`src/rtl/core_easy_pkg.sv`:
```
// Shared definitions for the core_easy PS bridge: FSM encoding and default widths.
package core_easy_pkg;

  localparam int unsigned DEF_DATA_WIDTH = 8;

  localparam logic [1:0] ST_IDLE  = 2'd0;
  localparam logic [1:0] ST_ISSUE = 2'd1;
  localparam logic [1:0] ST_WAIT  = 2'd2;

  typedef enum logic [1:0] {
    IDLE  = ST_IDLE,
    ISSUE = ST_ISSUE,
    WAIT  = ST_WAIT
  } state_e;

endpackage

```
`src/rtl/easy_sync_fifo.sv`:
```
// First-word fall-through synchronous FIFO with occupancy count; head reads 0 when empty.
module easy_sync_fifo #(
  parameter int unsigned WIDTH = 8,
  parameter int unsigned DEPTH = 4
) (
  input  logic                       clk,
  input  logic                       rst,
  input  logic                       push,
  input  logic [WIDTH-1:0]           push_data,
  input  logic                       pop,
  output logic [WIDTH-1:0]           rd_data,
  output logic                       valid,
  output logic                       full,
  output logic [$clog2(DEPTH):0]     count
);

  localparam int unsigned AW = (DEPTH > 1) ? $clog2(DEPTH) : 1;
  localparam int unsigned CW = $clog2(DEPTH) + 1;

  logic [WIDTH-1:0] mem [DEPTH];
  logic [AW-1:0]    wr_ptr;
  logic [AW-1:0]    rd_ptr;
  logic [CW-1:0]    count_q;
  logic             do_push;
  logic             do_pop;

  // Pops on empty are dropped; a push when full is only allowed alongside a pop.
  always_comb begin
    do_pop  = pop & (count_q != '0);
    do_push = push & ((count_q != CW'(DEPTH)) | do_pop);
    valid   = (count_q != '0);
    full    = (count_q == CW'(DEPTH));
    count   = count_q;
    rd_data = valid ? mem[rd_ptr] : '0;
  end

  always_ff @(posedge clk) begin
    if (do_push) begin
      mem[wr_ptr] <= push_data;
    end
  end

  always_ff @(posedge clk) begin
    if (rst) begin
      wr_ptr  <= '0;
      rd_ptr  <= '0;
      count_q <= '0;
    end else begin
      if (do_push) begin
        wr_ptr <= wr_ptr + AW'(1);
      end
      if (do_pop) begin
        rd_ptr <= rd_ptr + AW'(1);
      end
      case ({do_push, do_pop})
        2'b10:   count_q <= count_q + CW'(1);
        2'b01:   count_q <= count_q - CW'(1);
        default: count_q <= count_q;
      endcase
    end
  end

endmodule

```
`src/rtl/core_easy_ps_bridge.sv`:
```
// PS-side initiator for core_easy_hw_block: issues one operand per start pulse and
// queues the core's results for read-back, with busy/count/error status.
module core_easy_ps_bridge
  import core_easy_pkg::*;
#(
  parameter int unsigned DATA_WIDTH = DEF_DATA_WIDTH,
  parameter int unsigned FIFO_DEPTH = 4,
  parameter int unsigned CNT_WIDTH  = 16
) (
  input  logic                          clk,
  input  logic                          rst,
  input  logic                          cmd_valid,
  input  logic [DATA_WIDTH-1:0]         cmd_data,
  output logic                          cmd_ready,
  input  logic                          core_ready,
  input  logic                          core_send_data,
  input  logic [DATA_WIDTH-1:0]         core_sum,
  output logic                          core_start,
  output logic [DATA_WIDTH-1:0]         core_num_ddr,
  input  logic                          res_rd,
  output logic [DATA_WIDTH-1:0]         res_data,
  output logic                          res_valid,
  output logic [$clog2(FIFO_DEPTH):0]   res_count,
  output logic                          busy,
  output logic [CNT_WIDTH-1:0]          txn_count,
  output logic                          err_spurious
);

  state_e state_q;
  state_e state_d;
  logic   accept;
  logic   res_push;
  logic   fifo_full;

  // Next state, acceptance and result push decode.
  always_comb begin
    state_d   = state_q;
    accept    = 1'b0;
    res_push  = 1'b0;
    cmd_ready = 1'b0;
    unique case (state_q)
      IDLE: begin
        cmd_ready = core_ready & ~fifo_full & ~rst;
        if (cmd_valid & cmd_ready) begin
          accept  = 1'b1;
          state_d = ISSUE;
        end
      end
      ISSUE: state_d = WAIT;
      WAIT: begin
        if (core_send_data) begin
          res_push = 1'b1;
          state_d  = IDLE;
        end
      end
      default: state_d = IDLE;
    endcase
  end

  // Start pulse and busy are registered from the next state so they line up with it.
  always_ff @(posedge clk) begin
    if (rst) begin
      state_q      <= IDLE;
      core_start   <= 1'b0;
      busy         <= 1'b0;
      core_num_ddr <= '0;
      txn_count    <= '0;
      err_spurious <= 1'b0;
    end else begin
      state_q    <= state_d;
      core_start <= (state_d == ISSUE);
      busy       <= (state_d != IDLE);
      if (accept) begin
        core_num_ddr <= cmd_data;
      end
      if (res_push) begin
        txn_count <= txn_count + CNT_WIDTH'(1);
      end
      if (core_send_data && (state_q != WAIT)) begin
        err_spurious <= 1'b1;
      end
    end
  end

  easy_sync_fifo #(
    .WIDTH (DATA_WIDTH),
    .DEPTH (FIFO_DEPTH)
  ) u_res_fifo (
    .clk       (clk),
    .rst       (rst),
    .push      (res_push),
    .push_data (core_sum),
    .pop       (res_rd),
    .rd_data   (res_data),
    .valid     (res_valid),
    .full      (fifo_full),
    .count     (res_count)
  );

endmodule

```
`config.mk`:
```
export PLATFORM = sky130hd
export DESIGN_NAME = core_easy_ps_bridge
export DESIGN_NICKNAME = d
export VERILOG_FILES = /design/src/rtl/core_easy_pkg.sv /design/src/rtl/easy_sync_fifo.sv /design/src/rtl/core_easy_ps_bridge.sv
export SDC_FILE = /design/constraint.sdc
export NUM_CORES = 1
export LEC_CHECK = 0
export ABC_AREA = 1
export ABC_CLOCK_PERIOD_IN_PS = 3000
export CAP_MARGIN = 20
export CORE_ASPECT_RATIO = 2
export CORE_MARGIN = 2
export CORE_UTILIZATION = 53
export CTS_BUF_LIST = sky130_fd_sc_hd__clkbuf_4
export CTS_CLUSTER_SIZE = 24
export DETAILED_ROUTE_END_ITERATION = 7
export PLACE_DENSITY_LB_ADDON = 0.12
export SLEW_MARGIN = 20
export SYNTH_ARGS = -nofsm -noshare
export SYNTH_HDL_FRONTEND = slang
export SYNTH_SLANG_ARGS = --single-unit
```
`constraint.sdc`:
```
create_clock -name clk -period 3 [get_ports clk]
set_input_delay 0.9 -clock clk [delete_from_list [all_inputs] [get_ports clk]]
set_output_delay 0.9 -clock clk [all_outputs]
set_load 0.005 [all_outputs]
```
==> results of run 1 <==
-- registers in the layout, summed over array words and instances, names as in the netlist, 2 cells and up, named ones only --
register and cells:
state_q 2, u_res_fifo.wr_ptr 2, u_res_fifo.count 3, u_res_fifo.mem 32, u_res_fifo.rd_ptr 2, core_num_ddr 8
txn_count 16
-- cell type report --
cell class	count	area [um^2]
clock buffer	12	90.1
inverter	44	168
tap	61	76.3
clock inverter	4	15.0
sequential	70	1720
multi-input combinational	216	1140
timing repair buffer	72	694
fill	472	1750
-- synthesized netlist by cell type --
cell      number
nand2_2        2
nor2_8         2
nor3_1         2
o21bai_2       1
nor2_4         1
buf_2          4
nand3_4        2
buf_6          2
nand3_2        3
inv_1         36
inv_4          1
o21ai_0       23
o21ai_2        1
nand2_1       46
nor2_1        70
edfxtp_1      32
a21oi_1       22
nand4_2        1
nand3_1        5
xor2_1         4
nand2_4        1
clkbuf_1       1
nor3_2         1
nor2_2        11
o21ai_1        6
fa_1           1
dfxtp_1       38
nand4_1        3
o21bai_1       2
ha_1           6
buf_4          1
inv_2          7
-- per-stage QoR --
stage	utilization, %	hold WS, ns	area (um^2)
after floorplan	-	0.433	3080
after detailed placement	67.1	0.457	3800
after CTS	69.0	0.472	3900
final	69.0	0.469	3910
after global routing	69.0	0.520	3910
after global placement	67.1	0.446	3800
-- path summary, 6_finish.rpt --
check	slack, ns	cells after the start	startpoint	to
setup / recovery	0.16	5	u_res_fifo.count[1]	res_data[1]
hold / removal	0.47	2	u_res_fifo.rd_ptr[1]	u_res_fifo.rd_ptr[1]
setup reg to reg	0.97	11	u_res_fifo.count[1]	u_res_fifo.count[2]
hold reg to reg	0.47	2	u_res_fifo.rd_ptr[1]	u_res_fifo.rd_ptr[1]
-- cell usage in the layout (no fill, tap or decap), drive strengths merged --
| master | netlist | final |
|---|---|---|
| nand3 | 10 | 10 |
| nor2 | 84 | 84 |
| nand2 | 49 | 49 |
| ha | 6 | 6 |
| dlymetal6s2s | 0 | 1 |
| nand4 | 4 | 4 |
| fa | 1 | 1 |
| xor2 | 4 | 4 |
| dfxtp | 38 | 38 |
| clkdlybuf4s50 | 0 | 59 |
| a21oi | 22 | 22 |
| inv | 44 | 46 |
| o21bai | 3 | 3 |
| clkinv | 0 | 2 |
| nor3 | 3 | 3 |
| clkbuf | 1 | 12 |
| edfxtp | 32 | 32 |
| buf | 7 | 11 |
| dlygate4sd2 | 0 | 1 |
| o21ai | 30 | 30 |
-- worst register-to-register path, delay by kind of cell (launching register included) --
kind	cells	cell delay, ns
AO/OA/AOI/OAI	4	0.47
adder cells (fa/ha/maj)	2	0.53
buffers and inverters	3	0.27
flip-flops	1	0.42
AND/OR/NAND/NOR	2	0.25
-- what timing repair did --
action,CTS,global route
pin swaps,0,0
setup endpoints to repair,1,1
gates resized for setup,1,1
-- power by group --
part           internal, mW  leakage [nW]  switching [mW]
Clock                 0.190        0.0668           0.295
Sequential             1.03         0.597          0.0259
Combinational         0.229         0.932           0.235
Total                  1.45          1.60           0.556
-- logic make-up (layout without fill, tap and decap cells) --
group / after synthesis / in the layout / share of synthesized area [%]
AOI/OAI and AO/OA: 55 / 55 / 9.41
xor gates and xnor gates: 4 / 4 / 1.14
adders and majority gates: 7 / 7 / 3.08
buffers and inverters: 52 / 132 / 7.18
DFF: 70 / 70 / 55.8
and+or+nand+nor: 150 / 150 / 23.4
-- routing by layer --
metal	vias up	share of wire [%]
met5	-	0
met4	0	1.8
met3	8	5.1
met2	59	58
met1	1088	35
li1	1238	-
==> metrics.txt, run 1 <==
Root Driver clkbuf_4; LEAKAGE about 1.6 nW; crit-path max cell delay about 0.52 ns; met1 Use GR 20.0%; global-route wire length before repair approximately 10000 um; Max clock buf depth 2; syn nets between 300 and 400; met2 GRT Util 39.5%; die area 6480 um^2; CP Data Required Time approximately 2.1 ns; Final WS setup 0.155 ns; via/cell ratio 5.00; Rows 39; GRT busiest layer met2; top cell type's share of synthesized area between 30% and 40%; CTS clock-pin slew for the worst setup and hold paths around 0.11 ns; Post-DP HPWL ~4600 um; CP delay by family, top buffers and inverters; buffers and inverters on the worst path 3; CP Launch Type flip-flop; sequential area share after synthesis a little under three fifths; fin nets ~440; synthesized area 3080 um^2; CP arrival roughly 1.9 ns; drt drc 0; Area contributors post-synth edfxtp_1, dfxtp_1, nor2_1; n_diodes 0; largest net degree at the start of global routing 26; Initial Utilization around 54%; Synth Register Bits 70; max-cap violation count 0; outcome complete, no violations; Iter 0 DRT Violations 100; Min-Delay Path Class flip-flop to flip-flop; Total Wirelength 6100 um; count of different cell masters after synthesis 32; Die H 112 um; Power Total roughly 2 mW; worst path cell trace inv_1 > nand3_1 > inv_1 > a21oi_1 > clkdlybuf4s50_1; total number of yosys warnings 0; CTS HTree Levels 3; Ports 62; Place WS -0.0320 ns; antenna violations before repair 0; max-slew violations 0; Clock Skews about 0.017 ns; cts bufs inserted 9; post-synth top area cell edfxtp_1; VDD IR max roughly 0.43 mV; final hold vios 0; Die X roughly 58 um; period utilisation layout a little over nine tenths; power per cell area 514 nW/um^2; CTS Sinks 70; critical path class flip-flop to primary output; # port buffers between 60 and 70; clk_lat worst skew approximately 0.41 ns; hold buffers post-CTS 0; slowest stage cell on the critical path clkdlybuf4s50_1; setup_tns 0 ns; cell mode on critical path inv_1; Non-Filler Instances approximately 480; unrepaired setup endpoints after global routing false; share of layout cells above drive strength 1 about 14%; CP endpoint kind primary output; Setup Buffers After CTS 0; Core Area roughly 5700 um^2; total grt overflow 0; Cells after DPL ~460; Worst Max-Slew Pin Slew just over 0.3 ns; Fmax about 0.35 GHz; Antenna Violating Nets Remaining 0; post-DR wirelength/cell roughly 13 um; area grow syn2layout 26.7%; first-pass detailed-route iteration total 4; synthesized area per cell between 9 and 10 um^2; Overall Global Routing Usage around a fifth; setup violators final 0; Post-Synthesis Cells between 300 and 400; placer congestion estimate roughly 0.77; TritonCTS clock tree yes; grt met3 use around 5.7%; vias in the first global route roughly 2400; min cycle time layout 2.84 ns; CP Max Fanout 8; detailed-route via count approximately 2400; Max-slew headroom between 70% and 80%
Power figures use the tool's default switching activity.
==> run 2, diff against run 1 <==
--- a/config.mk
+++ b/config.mk
@@ -6,11 +6,11 @@
 export NUM_CORES = 1
 export LEC_CHECK = 0
 export ABC_AREA = 1
-export ABC_CLOCK_PERIOD_IN_PS = 3000
+export ABC_CLOCK_PERIOD_IN_PS = 3340
 export CAP_MARGIN = 20
 export CORE_ASPECT_RATIO = 2
 export CORE_MARGIN = 2
-export CORE_UTILIZATION = 53
+export CORE_UTILIZATION = 55
 export CTS_BUF_LIST = sky130_fd_sc_hd__clkbuf_4
 export CTS_CLUSTER_SIZE = 24
 export DETAILED_ROUTE_END_ITERATION = 7
==> constraint.sdc (replaced) <==
create_clock -name clk -period 3.34 [get_ports clk]
set_input_delay 1.002 -clock clk [delete_from_list [all_inputs] [get_ports clk]]
set_output_delay 1.002 -clock clk [all_outputs]
set_load 0.005 [all_outputs]
==> run 2 against run 1 <==
Sequential power decreased by 8%. Clock skew decreased by 0.0099 ns. Routed wire length increased by 4.6%. Sequential cell count unchanged. First-iteration DRC count decreased by 21%. Clock-buffer cell count unchanged. Critical path depth unchanged. Via count increased by 0.92%. Combinational power decreased by 15%. Die area decreased by 3.4%. Critical endpoint is now cmd_ready. Largest power group unchanged.
==> metrics.txt, run 2 (same netlist as run 1, synthesis figures left out) <==
Hold Path End u_res_fifo.rd_ptr[1]; first-pass detailed-route iteration total 4; worst reg2reg endpoint u_res_fifo.count[2]; outcome complete, no violations; power per cell area 518 nW/um^2; Die X 57.0 um; Rows 38; depth of the worst register-to-register path 10; final hold vios 0; cell mode on critical path clkdlybuf4s50_1; LEAKAGE between 1.5 and 2 nW; Power Total approximately 2.0 mW; CP Data Required Time 2.34 ns; VDD IR max between 0.4 and 0.5 mV; CTS clock-pin slew for the worst setup and hold paths between 0.1 and 0.15 ns; Total Wirelength approximately 6400 um; largest net degree at the start of global routing 26; Antenna Violating Nets Remaining 0; # port buffers 61; post-DR wirelength/cell about 13 um; antenna violations before repair 0; Overall Global Routing Usage a little under a quarter; CP delay by family, top buffers and inverters; via/cell ratio about 5.1; Initial Utilization 56.9%; CP Max Fanout 2; max-cap violation count 0; area grow syn2layout 28.2%; critical path class primary input to primary output; global-route wire length before repair roughly 11000 um; commonest non-fill, non-tap cells in the layout nor2_1, clkdlybuf4s50_1, nand2_1; Fmax ~0.31 GHz; Clock Skews 0.00681 ns; cts bufs inserted 9; CP Launch Type primary input; unrepaired setup endpoints after global routing false; CP endpoint kind primary output; crit-path max cell delay slightly above 0.5 ns; most common cell after layout, fill and taps aside nor2_1; Iter 0 DRT Violations just under 80; Hold Crit Depth 2; fin nets between 400 and 500; setup violators final 0; buffers and inverters on the worst path 3; vias in the first global route 2447; total grt overflow 0; Core Area 5420 um^2; R2R setup slack ~1.2 ns; worst reg2reg path startpoint u_res_fifo.count[0]; Largest Register u_res_fifo.mem; n_diodes 0; Root Driver clkbuf_4; detailed-route via count 2415; die area about 6300 um^2; worst path cell trace clkdlybuf4s50_1 > inv_4 > nand3_4 > nor2_4 > clkdlybuf4s50_1; Final Cell Area 3960 um^2; max-slew violations 0; period utilisation layout between 90% and 100%; max reg flops 32; Ports slightly above 60; clk_lat worst skew about 0.41 ns; Post-DP HPWL around 4800 um; CP arrival about 2.3 ns; share of layout cells above drive strength 1 roughly 14%; Max clock buf depth 2; final core utilization 73.0%; CTS HTree Levels 3; DP Area 3770 um^2; TritonCTS clock tree yes; placer congestion estimate approximately 0.81; CTS Sinks 70; Max-slew headroom roughly 75%; drt drc 0; biggest regs u_res_fifo.mem: 32 flops, txn_count: 16 flops, core_num_ddr: 8 flops; setup_tns 0 ns; Die H about 110 um; Worst Max-Slew Pin Slew around 0.38 ns; hold buffers post-CTS 0; Min-Delay Path Class flip-flop to flip-flop; worst hold start u_res_fifo.rd_ptr[1]; min cycle time layout 3.27 ns; slowest stage cell on the critical path clkdlybuf4s50_1
[run 2: report_power, final]
part	switching, mW	total [mW]	leakage, nW	internal (mW)
Clock	0.278	0.682	0.102	0.404
Combinational	0.197	0.396	0.901	0.199
Sequential	0.0420	0.970	0.597	0.928
[run 2: tightest hold or removal path, delay by kind of cell (launching register included)]
kind,cells,cell delay (ns)
flops,1,0.33
compound gates,1,0.06
buf+inv,1,0.05
[run 2: layout make-up]
cell class	instances	area, um^2
multi-input cells	216	1140
clock inverters	4	95.1
repair buffers	68	663
inverters	44	168
flip-flops and latches	70	1720
well taps	60	75.1
clock buffers	12	90.1
fillers	416	1470
[run 2: timing repair]
item | in CTS | in global routing
setup endpoints to repair | 0 | 3
resized for setup | 0 | 1
setup buffers | 0 | 0
[run 2: worst max-delay path by stage]
stage / cells after the start / startpoint / end / slack, ns
global placement: 5 / rst / cmd_ready / 0.08
floorplan: 10 / core_send_data / u_res_fifo.count[2] / 0.84
CTS: 5 / rst / cmd_ready / 0.07
finish: 5 / rst / cmd_ready / 0.07
detailed placement: 5 / rst / cmd_ready / 0.07
global route: 5 / rst / cmd_ready / 0.006
[run 2: routing by layer]
metal	routed length (um)	share of wire (%)	GRT usage, %
met5	0	0	0
met4	150	2.4	12.3
met3	276	4.3	6.47
met2	3690	58	43.2
met1	2260	35	20.7
[run 2: per-stage QoR]
| stage | hold slack [ns] | setup WS [ns] | instances |
|---|---|---|---|
| after floorplan | 0.433 | 0.844 | 338 |
| after global placement | 0.444 | 0.0783 | 458 |
| after detailed placement | 0.462 | 0.0739 | 458 |
| after CTS | 0.479 | 0.0669 | 474 |
| after global routing | 0.532 | 0.00615 | 474 |
| final | 0.477 | 0.0729 | 474 |
